`src/rtl/mest_pro_run_ctrl.sv`:
```
// Run controller for a core under test: sequences memory/core reset and start, then checks each
// returned result against a preloaded table. Control/status outputs are registered (one cycle after the causing edge); no backpressure.
module mest_pro_run_ctrl #(
  parameter int DATA_WIDTH      = 8,
  parameter int RESULT_DEPTH    = 256,
  parameter int MEM_RST_CYCLES  = 1,
  parameter int CORE_RST_CYCLES = 10,
  parameter int START_DELAY     = 10,
  parameter int TIMEOUT_CYCLES  = 4096,
  localparam int IDX_W          = $clog2(RESULT_DEPTH)
) (
  input  logic                  clk,
  input  logic                  i_reset_n,
  input  logic                  i_go,
  input  logic                  i_exp_wr,
  input  logic [IDX_W-1:0]      i_exp_addr,
  input  logic [DATA_WIDTH+1:0] i_exp_data,
  input  logic [IDX_W:0]        i_exp_count,
  output logic                  o_memory_reset,
  output logic                  o_core_reset_n,
  output logic                  o_start,
  input  logic [DATA_WIDTH-1:0] i_result,
  input  logic                  i_valid_result,
  input  logic                  i_carry,
  input  logic                  i_zero_flag,
  input  logic                  i_all_done,
  output logic                  o_busy,
  output logic                  o_done,
  output logic                  o_pass,
  output logic                  o_timeout,
  output logic                  o_overflow,
  output logic [IDX_W:0]        o_result_count,
  output logic [IDX_W:0]        o_mismatch_count,
  output logic [IDX_W:0]        o_first_fail_idx
);

  typedef enum logic [2:0] {
    S_IDLE, S_MEM_RST, S_CORE_RST, S_WAIT, S_START, S_RUN, S_DONE
  } state_t;

  localparam logic [IDX_W:0] DEPTH_L = (IDX_W+1)'(RESULT_DEPTH);

  state_t                state_q;
  logic [31:0]           cnt_q, wdog_q;
  logic                  mem_rst_q, core_rst_n_q, start_q;
  logic                  busy_q, done_q, pass_q, timeout_q, ovf_q, fail_seen_q;
  logic [IDX_W:0]        res_cnt_q, mis_cnt_q, ffi_q, exp_cnt_q;
  logic [DATA_WIDTH+1:0] tbl [RESULT_DEPTH];

  logic [DATA_WIDTH+1:0] obs, exp_entry;
  logic                  ovf_hit, mis, ovf_d, pass_d;
  logic [IDX_W:0]        res_cnt_d, mis_cnt_d;

  // Table survives reset so a run can be repeated without reloading.
  always_ff @(posedge clk) begin
    if (i_exp_wr) tbl[i_exp_addr] <= i_exp_data;
  end

  always_comb begin
    obs       = {i_carry, i_zero_flag, i_result};
    exp_entry = tbl[res_cnt_q[IDX_W-1:0]];
    ovf_hit   = (res_cnt_q >= DEPTH_L) || (res_cnt_q >= exp_cnt_q);
    mis       = ovf_hit || (obs != exp_entry);
    res_cnt_d = res_cnt_q;
    mis_cnt_d = mis_cnt_q;
    ovf_d     = ovf_q;
    if (i_valid_result) begin
      res_cnt_d = (res_cnt_q == '1) ? res_cnt_q : res_cnt_q + 1'b1;
      if (mis) mis_cnt_d = (mis_cnt_q == '1) ? mis_cnt_q : mis_cnt_q + 1'b1;
      if (ovf_hit) ovf_d = 1'b1;
    end
    pass_d = (mis_cnt_d == '0) && (res_cnt_d == exp_cnt_q) && !ovf_d;
  end

  always_ff @(posedge clk) begin
    if (!i_reset_n) begin
      state_q      <= S_IDLE;
      cnt_q        <= '0;
      wdog_q       <= '0;
      mem_rst_q    <= 1'b0;
      core_rst_n_q <= 1'b0;
      start_q      <= 1'b0;
      busy_q       <= 1'b0;
      done_q       <= 1'b0;
      pass_q       <= 1'b0;
      timeout_q    <= 1'b0;
      ovf_q        <= 1'b0;
      fail_seen_q  <= 1'b0;
      res_cnt_q    <= '0;
      mis_cnt_q    <= '0;
      ffi_q        <= '1;
      exp_cnt_q    <= '0;
    end else begin
      case (state_q)
        S_IDLE, S_DONE: begin
          if (i_go) begin
            state_q      <= S_MEM_RST;
            cnt_q        <= '0;
            mem_rst_q    <= 1'b1;
            core_rst_n_q <= 1'b1;
            busy_q       <= 1'b1;
            done_q       <= 1'b0;
            pass_q       <= 1'b0;
            timeout_q    <= 1'b0;
            ovf_q        <= 1'b0;
            fail_seen_q  <= 1'b0;
            res_cnt_q    <= '0;
            mis_cnt_q    <= '0;
            ffi_q        <= '1;
            exp_cnt_q    <= i_exp_count;
          end
        end
        S_MEM_RST: begin
          if (cnt_q == 32'(MEM_RST_CYCLES - 1)) begin
            state_q      <= S_CORE_RST;
            cnt_q        <= '0;
            mem_rst_q    <= 1'b0;
            core_rst_n_q <= 1'b0;
          end else begin
            cnt_q <= cnt_q + 1'b1;
          end
        end
        S_CORE_RST: begin
          if (cnt_q == 32'(CORE_RST_CYCLES - 1)) begin
            state_q      <= S_WAIT;
            cnt_q        <= '0;
            core_rst_n_q <= 1'b1;
          end else begin
            cnt_q <= cnt_q + 1'b1;
          end
        end
        S_WAIT: begin
          if (cnt_q == 32'(START_DELAY - 1)) begin
            state_q <= S_START;
            cnt_q   <= '0;
            start_q <= 1'b1;
          end else begin
            cnt_q <= cnt_q + 1'b1;
          end
        end
        S_START: begin
          state_q <= S_RUN;
          start_q <= 1'b0;
          wdog_q  <= '0;
        end
        S_RUN: begin
          res_cnt_q <= res_cnt_d;
          mis_cnt_q <= mis_cnt_d;
          ovf_q     <= ovf_d;
          if (i_valid_result && mis && !fail_seen_q) begin
            ffi_q       <= res_cnt_q;
            fail_seen_q <= 1'b1;
          end
          // A result arriving with all_done is already folded into pass_d.
          if (i_all_done) begin
            state_q <= S_DONE;
            busy_q  <= 1'b0;
            done_q  <= 1'b1;
            pass_q  <= pass_d;
          end else if (i_valid_result) begin
            wdog_q <= '0;
          end else if (wdog_q == 32'(TIMEOUT_CYCLES - 1)) begin
            state_q   <= S_DONE;
            busy_q    <= 1'b0;
            done_q    <= 1'b1;
            timeout_q <= 1'b1;
            pass_q    <= 1'b0;
          end else begin
            wdog_q <= wdog_q + 1'b1;
          end
        end
        default: state_q <= S_IDLE;
      endcase
    end
  end

  assign o_memory_reset   = mem_rst_q;
  assign o_core_reset_n   = core_rst_n_q;
  assign o_start          = start_q;
  assign o_busy           = busy_q;
  assign o_done           = done_q;
  assign o_pass           = pass_q;
  assign o_timeout        = timeout_q;
  assign o_overflow       = ovf_q;
  assign o_result_count   = res_cnt_q;
  assign o_mismatch_count = mis_cnt_q;
  assign o_first_fail_idx = ffi_q;

endmodule

```
`config.mk`:
```
export PLATFORM = sky130hd
export DESIGN_NAME = mest_pro_run_ctrl
export DESIGN_NICKNAME = d
export VERILOG_FILES = /design/src/rtl/mest_pro_run_ctrl.sv
export SDC_FILE = /design/constraint.sdc
export NUM_CORES = 2
export LEC_CHECK = 0
export BUFFER_PORTS_ARGS = -buffer_cell sky130_fd_sc_hd__buf_2
export CAP_MARGIN = 20
export CORE_MARGIN = 1.5
export CORE_UTILIZATION = 66
export CTS_CLUSTER_DIAMETER = 100
export DETAILED_ROUTE_END_ITERATION = 6
export GPL_ROUTABILITY_DRIVEN = 1
export PLACE_DENSITY_LB_ADDON = 0.1
export SLEW_MARGIN = 5
export SYNTH_ARGS = -nofsm -noshare
export SYNTH_HDL_FRONTEND = slang
export SYNTH_SLANG_ARGS = --single-unit
export TNS_END_PERCENT = 5
```
`constraint.sdc`:
```
create_clock -name clk -period 7.7 [get_ports clk]
set_input_delay 1.155 -clock clk [delete_from_list [all_inputs] [get_ports clk]]
set_output_delay 1.155 -clock clk [all_outputs]
set_load 0.01 [all_outputs]
```
==> metrics.yaml <==
port_buffers: 77
overflow: 0
die_y_um: 402.3
cts_resized: 0
netlist.top_cell.by_area: "edfxtp_1"
muxShareOfSynthArea_pct: 14.11
cp.arrival_ns: 7.32
root_buffer: "clkbuf_16"
rows: 146
final_cell_area_um2: 116900
fin_crit_sh_pct: 84.70
grt_pass1_wl_um: 399400
yosys_most_used_dff: "edfxtp_1"
avgSynthCellArea_um2: 19.27
powerDensity_nw_per_um2: 248.8
hp-class: "reg -> reg"
r2r_end: "o_first_fail_idx[1]"
dieArea_um2: 161800
fin_util_pct: 73.84
cp_max_fo: 113
synth_compound_area_share_pct: 3.807
netlist_top_cells_count: "edfxtp_1, mux4_2, nor2_1, mux2i_1, nand2_1"
whs_endpoint: "o_done"
synthAdderAreaFrac_pct: 0.1903
synth_cell_type_count: 78
initial_core_util_pct: 66.43
netlist_instances: 5459
status: "completed"
async_flop_share_pct: 0
wire_per_inst_um: 35.19
crit_required_ns: 8.50
placed_cells: 7464
max_freq_mhz: 153.3
startpoint_type: "flop"
drt_iter0_drc: 9586
cts_buffers: 281
cp_slowest_cell: "dfxtp_4"
rrSetupSlack_ns: 1.18
yosys.area_share.simple_pct: 4.195
crit_chain: "buf_12, mux4_2, a22o_1, o21ai_0, nand4_1, o22ai_1, nor3_1, xnor2_1, nand4_1, or4_1, and4_4, mux2_4, nand2_1"
ys_seq_area_share_pct: 75.35
stdcell_count: 8018
dp_hpwl_um: 172900
synth-edff-count: 2560
first_global_vias: 54470
clk_path_buf_depth: 4
crit_type: "reg -> reg"
antenna_found_initial: 17
cp-end-kind: "flop"
finalHoldViolCount: 0
yosysWarnings: 0
ff2ff_path_depth: 13
num_io_pins: 78
drive_gt1_share_pct: 20.92
clkSinkCount: 2680
syn2layout_area_growth_pct: 11.16
slew_viol_final: 0
cap_violations: 0
clock_latency_ns: 0.91
tritoncts: "yes"
place_congestion: 0.9446
synth_xor_area_share_pct: 0.5495
clkTransAtPathRegs_ns: 0.06
holdWs_ns: 0.4549
ir_drop_mv: 0.2748
period_needed_ns: 6.522
htree_levels: 5
relSlewSlack_pct: 15.79
place_area_um2: 108200
grt_max_degree: 195
rsz0062_at_grt: "false"
nNetsFinal: 5812
core_um2: 158400
routed.top_layer: "met5"
finalSetupTns_ns: 0
wl_met2_um: 124900
via_per_inst: 7.190
hold_depth: 2
synth_top_family_by_area: "multiplexers"
met3WireLength_um: 40310
synth.area.top_cells: "edfxtp_1, mux4_2, mux2i_1, dfxtp_1, nor2_1"
die-width_um: 402.3
track_usage_pct: 34.98
ant_nets: 0
setup_viol: 0
finalWirelength_um: 282200
drt_first_pass_iters: 7
ys_ff_latch: 2680
postCtsSetupBuffers: 0
yosysTopAreaCellShare_pct: 73.07
cellLeakagePower_uw: 0.03579
synth.most_common_cell: "edfxtp_1"
fin_skew_ns: 0.05784
wl_met1_um: 104800
drcViolationCount: 0
crit_path_frequent_cell: "nand4_1"
worst_pin_slew_ns: 1.263
critical-path-max-stage-delay_ns: 0.91
dr_total_vias: 57650
syn_area_um2: 105200
synth_nets: 5518
ctsHoldBuffers: 0
min_from: "o_done"
## cell type report
type | instances | area [um^2]
diodes | 10 | 25.02
clock buffers | 374 | 7528
clock inverters | 92 | 511.7
multi-input cells | 2426 | 24110
flip-flops and latches | 2680 | 79290
inverters | 31 | 116.4
repair buffers | 333 | 2769
fillers | 9001 | 41430
well taps | 2072 | 2592
## metal layers
layer | vias up | global-route usage (%)
li1 | 22920 | -
met1 | 29650 | 51.29
met2 | 4351 | 49.94
met3 | 713 | 11.30
met4 | 14 | 13.18
met5 | - | 0
## state kept, by name, summed over array words and instances (netlist names), 3 cells and up, named ones only
signal and count:
state_q 3, exp_cnt_q 9, cnt_q 32, wdog_q 32, o_first_fail_idx 9, o_result_count 9, o_mismatch_count 9, tbl 2560
## cell families after synthesis
logic type,count (synthesis)
fa+ha+maj,16
xor+xnor,66
mux,817
buf+inv,353
flops,2680
simple gates,957
compound gates,570
## how the worst max path moves through the flow
stage / depth (start not counted) / endpoint / from / slack [ns]
3_3_place_gp: 14 / o_first_fail_idx[1] / flop / 1.46
6_report: 13 / o_first_fail_idx[1] / flop / 1.18
2_1_floorplan: 17 / o_first_fail_idx[0] / flop / 4.00
4_1_cts: 13 / o_first_fail_idx[1] / flop / 1.47
3_5_place_dp: 13 / o_first_fail_idx[1] / flop / 1.51
5_1_grt: 13 / o_first_fail_idx[7] / flop / 1.33
## worst max-delay path: cells and delay by family (launching register included)
| family | cells | cell delay [ns] |
|---|---|---|
| flip-flops | 1 | 0.91 |
| AO/OA/AOI/OAI | 3 | 1.79 |
| buffers and inverters | 1 | 0.55 |
| XOR/XNOR | 1 | 0.21 |
| AND/OR/NAND/NOR | 6 | 2.02 |
| multiplexers | 2 | 0.73 |
## cell usage in the layout, fill, tap and decap left out, types with 20 or more instances in the layout
cell / instances
buf_4: 199
nand2b_1: 26
mux4_2: 531
a22o_1: 36
dfxtp_1: 114
edfxtp_1: 2560
xor2_1: 37
nand3_1: 108
clkinv_2: 27
inv_1: 29
o21ai_0: 56
buf_6: 37
nor2_1: 383
and3_1: 23
nand2_1: 185
buf_2: 68
o22ai_1: 39
a22oi_1: 142
nor3_1: 53
xnor2_1: 29
clkinv_1: 51
nor2b_1: 34
a221oi_1: 42
nand4_1: 47
a31oi_1: 25
nor4_1: 26
o211ai_1: 20
mux2i_1: 274
a21oi_1: 100
clkbuf_1: 85
clkbuf_16: 287
## report_power, final
group          switching, uW  total, uW  internal [uW]
sequential              46.2      16100          16000
clock                   5350      12300           6930
combinational            563        762            199
## stage by stage
step / power [uW] / setup slack [ns]
after floorplan: 16700 / 3.996
after global placement: 17090 / 1.462
after detailed placement: 17110 / 1.512
after CTS: 29110 / 1.475
after global routing: 29710 / 1.333
final: 29090 / 1.178
Power figures use the tool's default switching activity.
